File: src/rtl/treepram_pkg.sv
// rtl/treepram_pkg.sv - shared constants for the tree PRAM SoC: core count, bus width, entropy pool taps and seed.
package treepram_pkg;

   localparam int LOG_CORES       = 2;
   localparam int WB_WIDTH        = 32;
   localparam int DEF_SRC_WIDTH   = 16;
   localparam int DEF_READY_COUNT = 8;
   localparam int DEF_REP_LIMIT   = 15;

   // Feedback taps of x^32 + x^22 + x^2 + x + 1, as pool bit indices.
   localparam int POOL_TAP_A = 31;
   localparam int POOL_TAP_B = 21;
   localparam int POOL_TAP_C = 1;
   localparam int POOL_TAP_D = 0;

   localparam int POOL_SEED = 1;

endpackage

File: src/rtl/entropy_health.sv
// rtl/entropy_health.sv - repetition-count health test on raw entropy samples; built only with ENTROPY_HEALTH_EN.
`ifdef ENTROPY_HEALTH_EN
module entropy_health #(
   parameter int SRC_WIDTH = 16,
   parameter int REP_LIMIT = 15
) (
   input  logic                 clk,
   input  logic                 rst,
   input  logic [SRC_WIDTH-1:0] sample,
   input  logic                 sample_valid,
   output logic                 fail
);

   localparam int REP_W = $clog2(REP_LIMIT + 1);

   logic [SRC_WIDTH-1:0] prev_q, prev_d;
   logic                 have_prev_q, have_prev_d;
   logic [REP_W-1:0]     rep_q, rep_d;
   logic                 fail_q, fail_d;

   always_comb begin
      prev_d      = prev_q;
      have_prev_d = have_prev_q;
      rep_d       = rep_q;
      fail_d      = fail_q;
      if (sample_valid) begin
         prev_d      = sample;
         have_prev_d = 1'b1;
         // The first sample after reset has nothing to repeat, so it starts a run of one.
         if (have_prev_q && (sample == prev_q)) begin
            if (rep_q != REP_W'(REP_LIMIT))
               rep_d = rep_q + REP_W'(1);
         end else begin
            rep_d = REP_W'(1);
         end
         if (rep_d == REP_W'(REP_LIMIT))
            fail_d = 1'b1;
      end
   end

   always_ff @(posedge clk or posedge rst) begin
      if (rst) begin
         prev_q      <= '0;
         have_prev_q <= 1'b0;
         rep_q       <= '0;
         fail_q      <= 1'b0;
      end else begin
         prev_q      <= prev_d;
         have_prev_q <= have_prev_d;
         rep_q       <= rep_d;
         fail_q      <= fail_d;
      end
   end

   assign fail = fail_q;

endmodule
`endif

File: src/rtl/entropy_pool.sv
// rtl/entropy_pool.sv - LFSR entropy pool mixing raw samples, with ready counter; ENTROPY_HEALTH_EN adds the repetition test.
module entropy_pool
   import treepram_pkg::*;
#(
   parameter int WB_WIDTH    = treepram_pkg::WB_WIDTH,
   parameter int SRC_WIDTH   = DEF_SRC_WIDTH,
   parameter int READY_COUNT = DEF_READY_COUNT,
   parameter int REP_LIMIT   = DEF_REP_LIMIT
) (
   input  logic                 clk,
   input  logic                 rst,
   input  logic [SRC_WIDTH-1:0] src_bits,
   input  logic                 src_valid,
   input  logic                 entropy_read,
   output logic [WB_WIDTH-1:0]  entropy_word,
   output logic                 entropy_ready,
   output logic                 health_fail
);

   localparam int CNT_W = $clog2(READY_COUNT + 1);

   logic [WB_WIDTH-1:0] pool_q, pool_d;
   logic [WB_WIDTH-1:0] shifted, mixed;
   logic                fb;
   logic [CNT_W-1:0]    cnt_q, cnt_d;

   always_comb begin
      fb      = pool_q[POOL_TAP_A] ^ pool_q[POOL_TAP_B] ^ pool_q[POOL_TAP_C] ^ pool_q[POOL_TAP_D];
      shifted = {pool_q[WB_WIDTH-2:0], fb};
      mixed   = src_valid ? (shifted ^ WB_WIDTH'(src_bits)) : shifted;
      // An all-zero LFSR would stay stuck forever; reseed instead.
      pool_d  = (mixed == '0) ? WB_WIDTH'(POOL_SEED) : mixed;
   end

   always_comb begin
      cnt_d = cnt_q;
      if (entropy_read)
         cnt_d = src_valid ? CNT_W'(1) : '0;
      else if (src_valid && (cnt_q != CNT_W'(READY_COUNT)))
         cnt_d = cnt_q + CNT_W'(1);
   end

   always_ff @(posedge clk or posedge rst) begin
      if (rst) begin
         pool_q <= WB_WIDTH'(POOL_SEED);
         cnt_q  <= '0;
      end else begin
         pool_q <= pool_d;
         cnt_q  <= cnt_d;
      end
   end

`ifdef ENTROPY_HEALTH_EN
   entropy_health #(
      .SRC_WIDTH (SRC_WIDTH),
      .REP_LIMIT (REP_LIMIT)
   ) u_health (
      .clk          (clk),
      .rst          (rst),
      .sample       (src_bits),
      .sample_valid (src_valid),
      .fail         (health_fail)
   );
`else
   assign health_fail = 1'b0;
`endif

   assign entropy_word  = pool_q;
   assign entropy_ready = (cnt_q == CNT_W'(READY_COUNT)) && !health_fail;

endmodule
File: config.mk
export PLATFORM = sky130hd
export DESIGN_NAME = entropy_pool
export DESIGN_NICKNAME = d
export VERILOG_FILES = /design/src/rtl/treepram_pkg.sv /design/src/rtl/entropy_health.sv /design/src/rtl/entropy_pool.sv
export SDC_FILE = /design/constraint.sdc
export NUM_CORES = 1
export LEC_CHECK = 0
export CAP_MARGIN = 15
export CORE_MARGIN = 8
export CORE_UTILIZATION = 46
export DETAILED_ROUTE_END_ITERATION = 7
export PLACE_DENSITY = 0.84
export SLEW_MARGIN = 20
export SYNTH_ARGS = -nofsm -noshare
export SYNTH_HDL_FRONTEND = slang
export SYNTH_HIERARCHICAL = 1
export SYNTH_SLANG_ARGS = --single-unit
File: constraint.sdc
create_clock -name clk -period 1.56 [get_ports clk]
set_input_delay 0.312 -clock clk [delete_from_list [all_inputs] [get_ports clk]]
set_output_delay 0.312 -clock clk [all_outputs]
set_load 0.01 [all_outputs]
* Word-level counts from Yosys, hierarchy flattened
Index checks and enable logic that the tools add are counted.
** Operators by class
- Multiplexer cells :: 5
- Reductions and logical operators :: 3
- Eq/ne operators :: 2
- Bitwise gates (word level) :: 4
- $add $sub $neg :: 1
** Operator list (count)
- $mux W32 :: 2
- $logic_not A32 Y1 :: 1
- $xor A32 B16 Y32 :: 1
- $mux W4 :: 2
- $add A4 B1 Y4 const B :: 1
- $eq A4 B4 Y1 const B :: 1
- $ne A4 B4 Y1 const B :: 1
- $xor A1 B1 Y1 :: 3
- $reduce_bool A2 Y1 :: 1
- $logic_and A1 B1 Y1 :: 1
- $mux W1 :: 1
** Word-level totals
- Register bits :: 36
- Bits of input ports :: 20
- Output and inout port bits :: 34
- Logic and storage cells :: 17

* Logic depth before layout (Yosys ltp)
Gate-level depths: netlist of the first run.
- Depth after elaboration :: 7
- Depth in mapped cells :: 7
- Depth with buffers taken out :: 7

* Worst setup path before layout of the first run
OpenSTA, ideal clock, no wires.
- Kind :: register to register
- From :: register pool_q[1] (netlist: entropy_word[1])
- To :: register pool_q[0] (netlist: entropy_word[0])
- Cell stages (with the launch flop) :: 6
- Slack :: 0.262 ns
- Period minus slack after synthesis :: 1.298 ns
- Buffers on the path :: 0
- Library setup time :: 0.061 ns
- Arrival time :: 1.237 ns
- Path through :: dfrtp_1 -> nand4b_1 -> o22ai_1 -> a21oi_1 -> nor4_1 -> a31o_1
** Between the ends
- Word-level cells in the longest chain between the ends :: 6
** RTL lines
- from (decl) :: RTL line entropy_pool.sv:22 : logic [WB_WIDTH-1:0] pool_q, pool_d;
- from (signal assigned) :: RTL line entropy_pool.sv:45 : pool_q <= WB_WIDTH'(POOL_SEED);
- from (signal assigned) :: RTL line entropy_pool.sv:48 : pool_q <= pool_d;
- $xor A1 B1 Y1 (2 in series) :: RTL line entropy_pool.sv:28 : fb = pool_q[POOL_TAP_A] ^ pool_q[POOL_TAP_B] ^ pool_q[POOL_TAP_C] ^ pool_q[POOL_TAP_D];
- $xor A32 B16 Y32 :: RTL line entropy_pool.sv:30 : mixed = src_valid ? (shifted ^ WB_WIDTH'(src_bits)) : shifted;
- $mux W32 (*) :: RTL line entropy_pool.sv:30
- $logic_not A32 Y1 :: RTL line entropy_pool.sv:32 : pool_d = (mixed == '0) ? WB_WIDTH'(POOL_SEED) : mixed;
- $mux W32 (*) :: RTL line entropy_pool.sv:32
- net pool_d[0] :: RTL line entropy_pool.sv:22
The timed path passes the listed nets; every way through them passes the cells marked *.
A chain may end at the register's enable or synchronous reset.

* Worst setup path in the final report of the first run
- From :: register pool_q[14] (netlist: entropy_word[14])
- To :: output port entropy_word[14]
** RTL lines
- to (decl) :: RTL line entropy_pool.sv:15 : output logic [WB_WIDTH-1:0] entropy_word,
No word-level cell between the ends.

==> flow_summary.yaml, run 1 <==
clock_network:
  cts_buffers: 5
  clock-sinks: 36
  cts_hold_buf: 0
  clk_pin_slew_ps: 70
  cts-root-buf: "clkbuf_8"
  htreeDepth: 2
  clock_latency_ps: 280
  tritoncts: "built"
  clockBufferDepth: 2
worst_setup_path:
  criticalPathCategory: "register to output pin"
  start_kind: "register"
  cp_max_fo: 2
  cp.required_ps: 1250
  startpoint: "entropy_word[14]"
  timing.rr.start: "entropy_word[21]"
  cp_top_family: "buffers and inverters"
  cpPeakStageDelay_ps: 550
  slowest_stage: "clkdlybuf4s50_1"
  cp.arrival_ps: 1200
  worstReg2RegEnd: "entropy_word[0]"
  end_kind: "output pin"
  worst-path-buf-inv: 1
  r2r_setup_slack_ps: 130
  r2r_cells: 5
  crit_chain: "clkdlybuf4s50_1"
logic_synthesis:
  ys.flop_type: "dfrtp_1"
  synth_top_area_share_pct: 51.5
  yosys_warnings: 6
  ys_seq_area_share_pct: 53.1
  synth_edf_count: 0
  ys_top_cells_by_count: "dfrtp_1 (35), xnor2_1 (19), nand2_1 (18), clkbuf_1 (16), nor2_1 (14)"
  ys_seq_elements: 36
  synthCells: 172
  yosysUniqueCellTypes: 26
  syn-num-nets: 194
  netlist_top_cells_area: "dfrtp_1 (52%), xnor2_1 (9.8%), xor2_1 (4.6%), nand2_1 (4.0%), nand4b_1 (3.6%)"
  synth.most_common_cell: "dfrtp_1"
  postSynthAreaPerCell_sq_um: 9.89
  synth_area_sq_um: 1700
  synthArstFlopShare_pct: 100
  synth_top_cell_by_area: "dfrtp_1"
placement:
  placed_cells: 259
  portBuffers: 52
  place_area_sq_um: 2270
  place.gp.congestion: 0.794
  hpwl_mm: 2.85
timing:
  slew_viol_final: 0
  rsz0062_at_grt: "true"
  max_freq_mhz: 662
  fin_crit_sh_pct: 96.9
  setup_viol: 0
  fin_hold_ws_ps: 363
  clock_skew_ps: 6.06
  final.setup.tns_ps: 0
  hold_viol_final: 0
  final.min_clock_period_ps: 1510
outcome:
  run_status: "completed"
routing:
  wl_mm: 4.19
  ant_nets: 0
  first_pass_iters: 4
  drt_iter0_drc: 100
  vias: 1388
  wire_per_inst_microns: 15.1
  post-route-drc-count: 0
  vias_per_cell: 5.01
die:
  pin_count: 54
  start_util_pct: 47.2
  die_x_microns: 76.8
  die_area_sq_um: 5900
  coreArea_sq_um: 3610
  die_h_microns: 76.8
  rows: 22
job:
  maxCapViolations: 0
power_and_ir_drop:
  power_mw: 4.73
  leakage_nw: 1.13
  power_density_nw_per_um2: 1900
  ir_drop_uv: 1160
grt:
  grt.total_usage_pct: 14.1
  antenna_found_initial: 0
  grt_pass1_vias: 1413
  grt_max_degree: 37
  gr-total-overflow: 0
  grt_pass1_wl_mm: 6.77
finish:
  finalNonFillerCells: 277
  seqCellArea_sq_um: 908
  diodes: 0
  multiInputGateArea_sq_um: 689
  area_growth_pct: 46.7
  finalInstanceArea_sq_um: 2490
  final_nets: 250
  layout-drive-gt1-share_pct: 14.0
  nFillCells: 281
worst_hold_path:
  hold_path_class: "input port to asynchronous set/reset pin"
==> routing by layer <==
layer / share of wire, % / track usage [%] / wire length (microns)
met1: 43 / 16.4 / 1810
met2: 49 / 23.1 / 2070
met3: 6.3 / 5.36 / 262
met4: 0.96 / 4.62 / 40
met5: 0 / 0 / 0
==> power by group <==
part | switching [mW] | internal (mW) | leakage, nW
Combinational | 0.913 | 1.25 | 0.653
Sequential | 0.374 | 1.40 | 0.419
Clock | 0.326 | 0.474 | 0.0552
==> stage by stage <==
stage / util [%] / setup WS [ps]
detailed placement: 63.0 / -280
CTS: 67.7 / 12.3
floorplan: - / 262
finish: 69.2 / 48.7
global route: 69.2 / -2.00
global placement: 63.0 / -220
==> layout by cell type (no fill, tap or decap), types with 5 or more instances in the layout <==
cell	count
a21oi_1	7
buf_4	15
clkbuf_8	5
clkdlybuf4s50_1	34
dfrtp_1	30
dfrtp_2	5
dlygate4sd2_1	6
dlymetal6s2s_1	11
nand2_1	18
nand3_1	7
nand4b_1	7
nor2_1	14
nor4_1	5
o21ai_0	7
o22ai_1	7
xnor2_1	19
xor2_1	9
==> cells by family (layout without fill, tap and decap cells) <==
| logic type | count (synthesis) | after routing | share of synthesized area (%) |
|---|---|---|---|
| buffers and inverters | 25 | 82 | 6.40 |
| adder cells (fa/ha/maj) | 2 | 2 | 1.47 |
| flip-flops | 36 | 36 | 53.1 |
| AND/OR/NAND/NOR | 55 | 55 | 16.0 |
| other | 1 | 1 | 0.221 |
| multiplexers | 1 | 1 | 0.589 |
| AO/OA/AOI/OAI | 24 | 24 | 7.87 |
| XOR/XNOR | 28 | 28 | 14.4 |
==> sequential cells by signal (all words and copies together) (netlist names) <==
signal        count
entropy_word     32
cnt_q             4
==> layout make-up <==
class / instances / area share, %
clock buffers: 6 / 2.91
clock inverters: 2 / 1.40
well taps: 48 / 2.41
inverters: 4 / 0.602
flip-flops and latches: 36 / 36.4
multi-input cells: 111 / 27.6
repair buffers: 70 / 28.6
==> how the worst max path moves through the flow <==
stage / endpoint / slack, ps / cells past startpoint
after CTS: entropy_word[0] / 10 / 7
after floorplan: entropy_word[0] / 260 / 5
after detailed placement: entropy_word[0] / -280 / 7
final: entropy_word[14] / 50 / 1
after global placement: entropy_word[0] / -220 / 7
after global routing: entropy_word[0] / -2 / 6
==> timing repair <==
item	CTS	global route
gates cloned	0	1
gates resized for setup	15	11
setup buffers	9	0
pin swaps	0	1
endpoints found under the setup margin	16	10
(Power assumes the default switching activity.)
==> run 2: changes to the inputs <==
--- a/config.mk
+++ b/config.mk
@@ -8,8 +8,9 @@
 export CAP_MARGIN = 15
 export CORE_MARGIN = 8
 export CORE_UTILIZATION = 46
+export CTS_CLUSTER_DIAMETER = 120
 export DETAILED_ROUTE_END_ITERATION = 7
-export PLACE_DENSITY = 0.84
+export PLACE_DENSITY = 0.79
 export SLEW_MARGIN = 20
 export SYNTH_ARGS = -nofsm -noshare
 export SYNTH_HDL_FRONTEND = slang
==> run 2 against run 1 <==
Against the previous run: first-iteration DRC count shrank 33%; setup slack got worse by 2.1 ps; fmax shrank 0.14%; register-to-register slack gained 20 ps; die area unchanged; critical path depth unchanged; power is 5.2% lower; combinational power decreased by 5%; global-route usage is 0.38 points lower; critical endpoint is now entropy_word[13]; highest routed layer unchanged.
==> flow_summary.yaml, run 2 (synthesis results as in run 1) <==
outcome:
  run_status: "completed"
timing:
  slew_viol_final: 0
  fin_ws_ps: 46.6
  final.setup.tns_ps: 0
  fin_crit_sh_pct: 97.0
  final.min_clock_period_ps: 1510
  setup_viol: 0
  fin_hold_ws_ps: 360
  hold_viol_final: 0
  rsz0062_at_grt: "false"
  clock_skew_ps: 5.14
  max_freq_mhz: 661
finish:
  largest_reg_flops: 32
  final_nets: 254
  layout_common_cells: "dfrtp_1 (30), clkdlybuf4s50_1 (25), xnor2_1 (19), nand2_1 (18), dlymetal6s2s_1 (17)"
  area_growth_pct: 48.0
  final_common_cell: "dfrtp_1"
  finalInstanceArea_sq_um: 2520
  diodes: 0
  final_core_util_pct: 69.8
  layout-drive-gt1-share_pct: 16.3
  finalNonFillerCells: 281
routing:
  vias_per_cell: 5.00
  first_pass_iters: 4
  wire_per_inst_microns: 14.1
  wl_mm: 3.98
  post-route-drc-count: 0
  vias: 1404
  ant_nets: 0
  drt_iter0_drc: 67
clock_network:
  clock-sinks: 36
  htreeDepth: 2
  cts_buffers: 5
  clockBufferDepth: 2
  cts_hold_buf: 0
  tritoncts: "built"
  cts-root-buf: "clkbuf_8"
  clk_pin_slew_ps: 80
  clock_latency_ps: 290
worst_setup_path:
  end_kind: "output pin"
  cp_top_family: "buffers and inverters"
  cp.required_ps: 1250
  cp_max_fo: 2
  slowest_stage: "clkdlybuf4s50_1"
  criticalPathCategory: "register to output pin"
  cp.arrival_ps: 1200
  crit_chain: "clkdlybuf4s50_1"
  cpPeakStageDelay_ps: 550
  worst-path-buf-inv: 1
  start_kind: "register"
grt:
  gr-total-overflow: 0
  grt_max_degree: 37
  antenna_found_initial: 0
  grt.total_usage_pct: 13.7
  grt_pass1_wl_mm: 6.61
  grt_pass1_vias: 1431
placement:
  placed_cells: 263
  portBuffers: 52
  place_area_sq_um: 2300
  hpwl_mm: 2.78
  pre_cts_slack_ps: -239
  place.gp.congestion: 0.799
die:
  die_h_microns: 76.8
  coreArea_sq_um: 3610
  start_util_pct: 47.2
  rows: 22
  die_area_sq_um: 5900
  pin_count: 54
  die_x_microns: 76.8
power_and_ir_drop:
  power_density_nw_per_um2: 1780
  leakage_nw: 1.20
  ir_drop_uv: 1150
  power_mw: 4.49
worst_hold_path:
  hold_path_class: "input port to asynchronous set/reset pin"
job:
  maxCapViolations: 0
-- run 2: changes by cell type in the layout (fill, tap and decap cells not counted), moves of 2 or more --
cell and change:
dlymetal6s2s_1 +6, dlygate4sd2_1 +3, buf_6 +2, clkdlybuf4s50_1 -9
-- run 2: area by class of cell --
type | count | area (sq um)
clock buffer | 5 | 68.8
clock inverter | 3 | 18.8
fill | 272 | 1090
inverter | 4 | 15.0
multi-input combinational | 111 | 694
sequential | 36 | 908
tap | 48 | 60.1
timing repair buffer | 74 | 752
-- run 2: layer usage --
metal | GRT usage, % | vias to the layer above | share of wire (%)
li1 | - | 689 | -
met1 | 15.4 | 667 | 44
met4 | 4.62 | 0 | 0.80
met2 | 21.7 | 43 | 46
met5 | 0 | - | 0
met3 | 7.11 | 5 | 8.7
-- run 2: worst min-delay path, cell delays in order --
cell	delay, ps
clkdlybuf4s50_1	390
inv_1	90
buf_12	220
-- run 2: report_power, final --
group          switching, mW  internal (mW)  leakage (nW)
clock network          0.348          0.311        0.0479
logic                  0.875           1.17         0.729
registers              0.385           1.40         0.419
-- run 2: worst paths after layout --
path,from,endpoint,slack [ps],depth (start not counted)
min reg2reg,entropy_word[30],entropy_word[31],390,0
max,entropy_word[13],entropy_word[13],50,1
max reg2reg,cnt_q[0],cnt_q[0],150,8
max in group asynchronous,rst,entropy_word[0],960,3
min in group clk,entropy_word[30],entropy_word[31],390,0
min,rst,cnt_q[3],360,3
-- run 2: repair_timing --
item	4_1_cts	5_1_grt
setup buffers	7	2
pin swaps	0	3
endpoints found under the hold margin	0	0
gates cloned	0	1
endpoints found under the setup margin	17	17
resized for setup	18	21
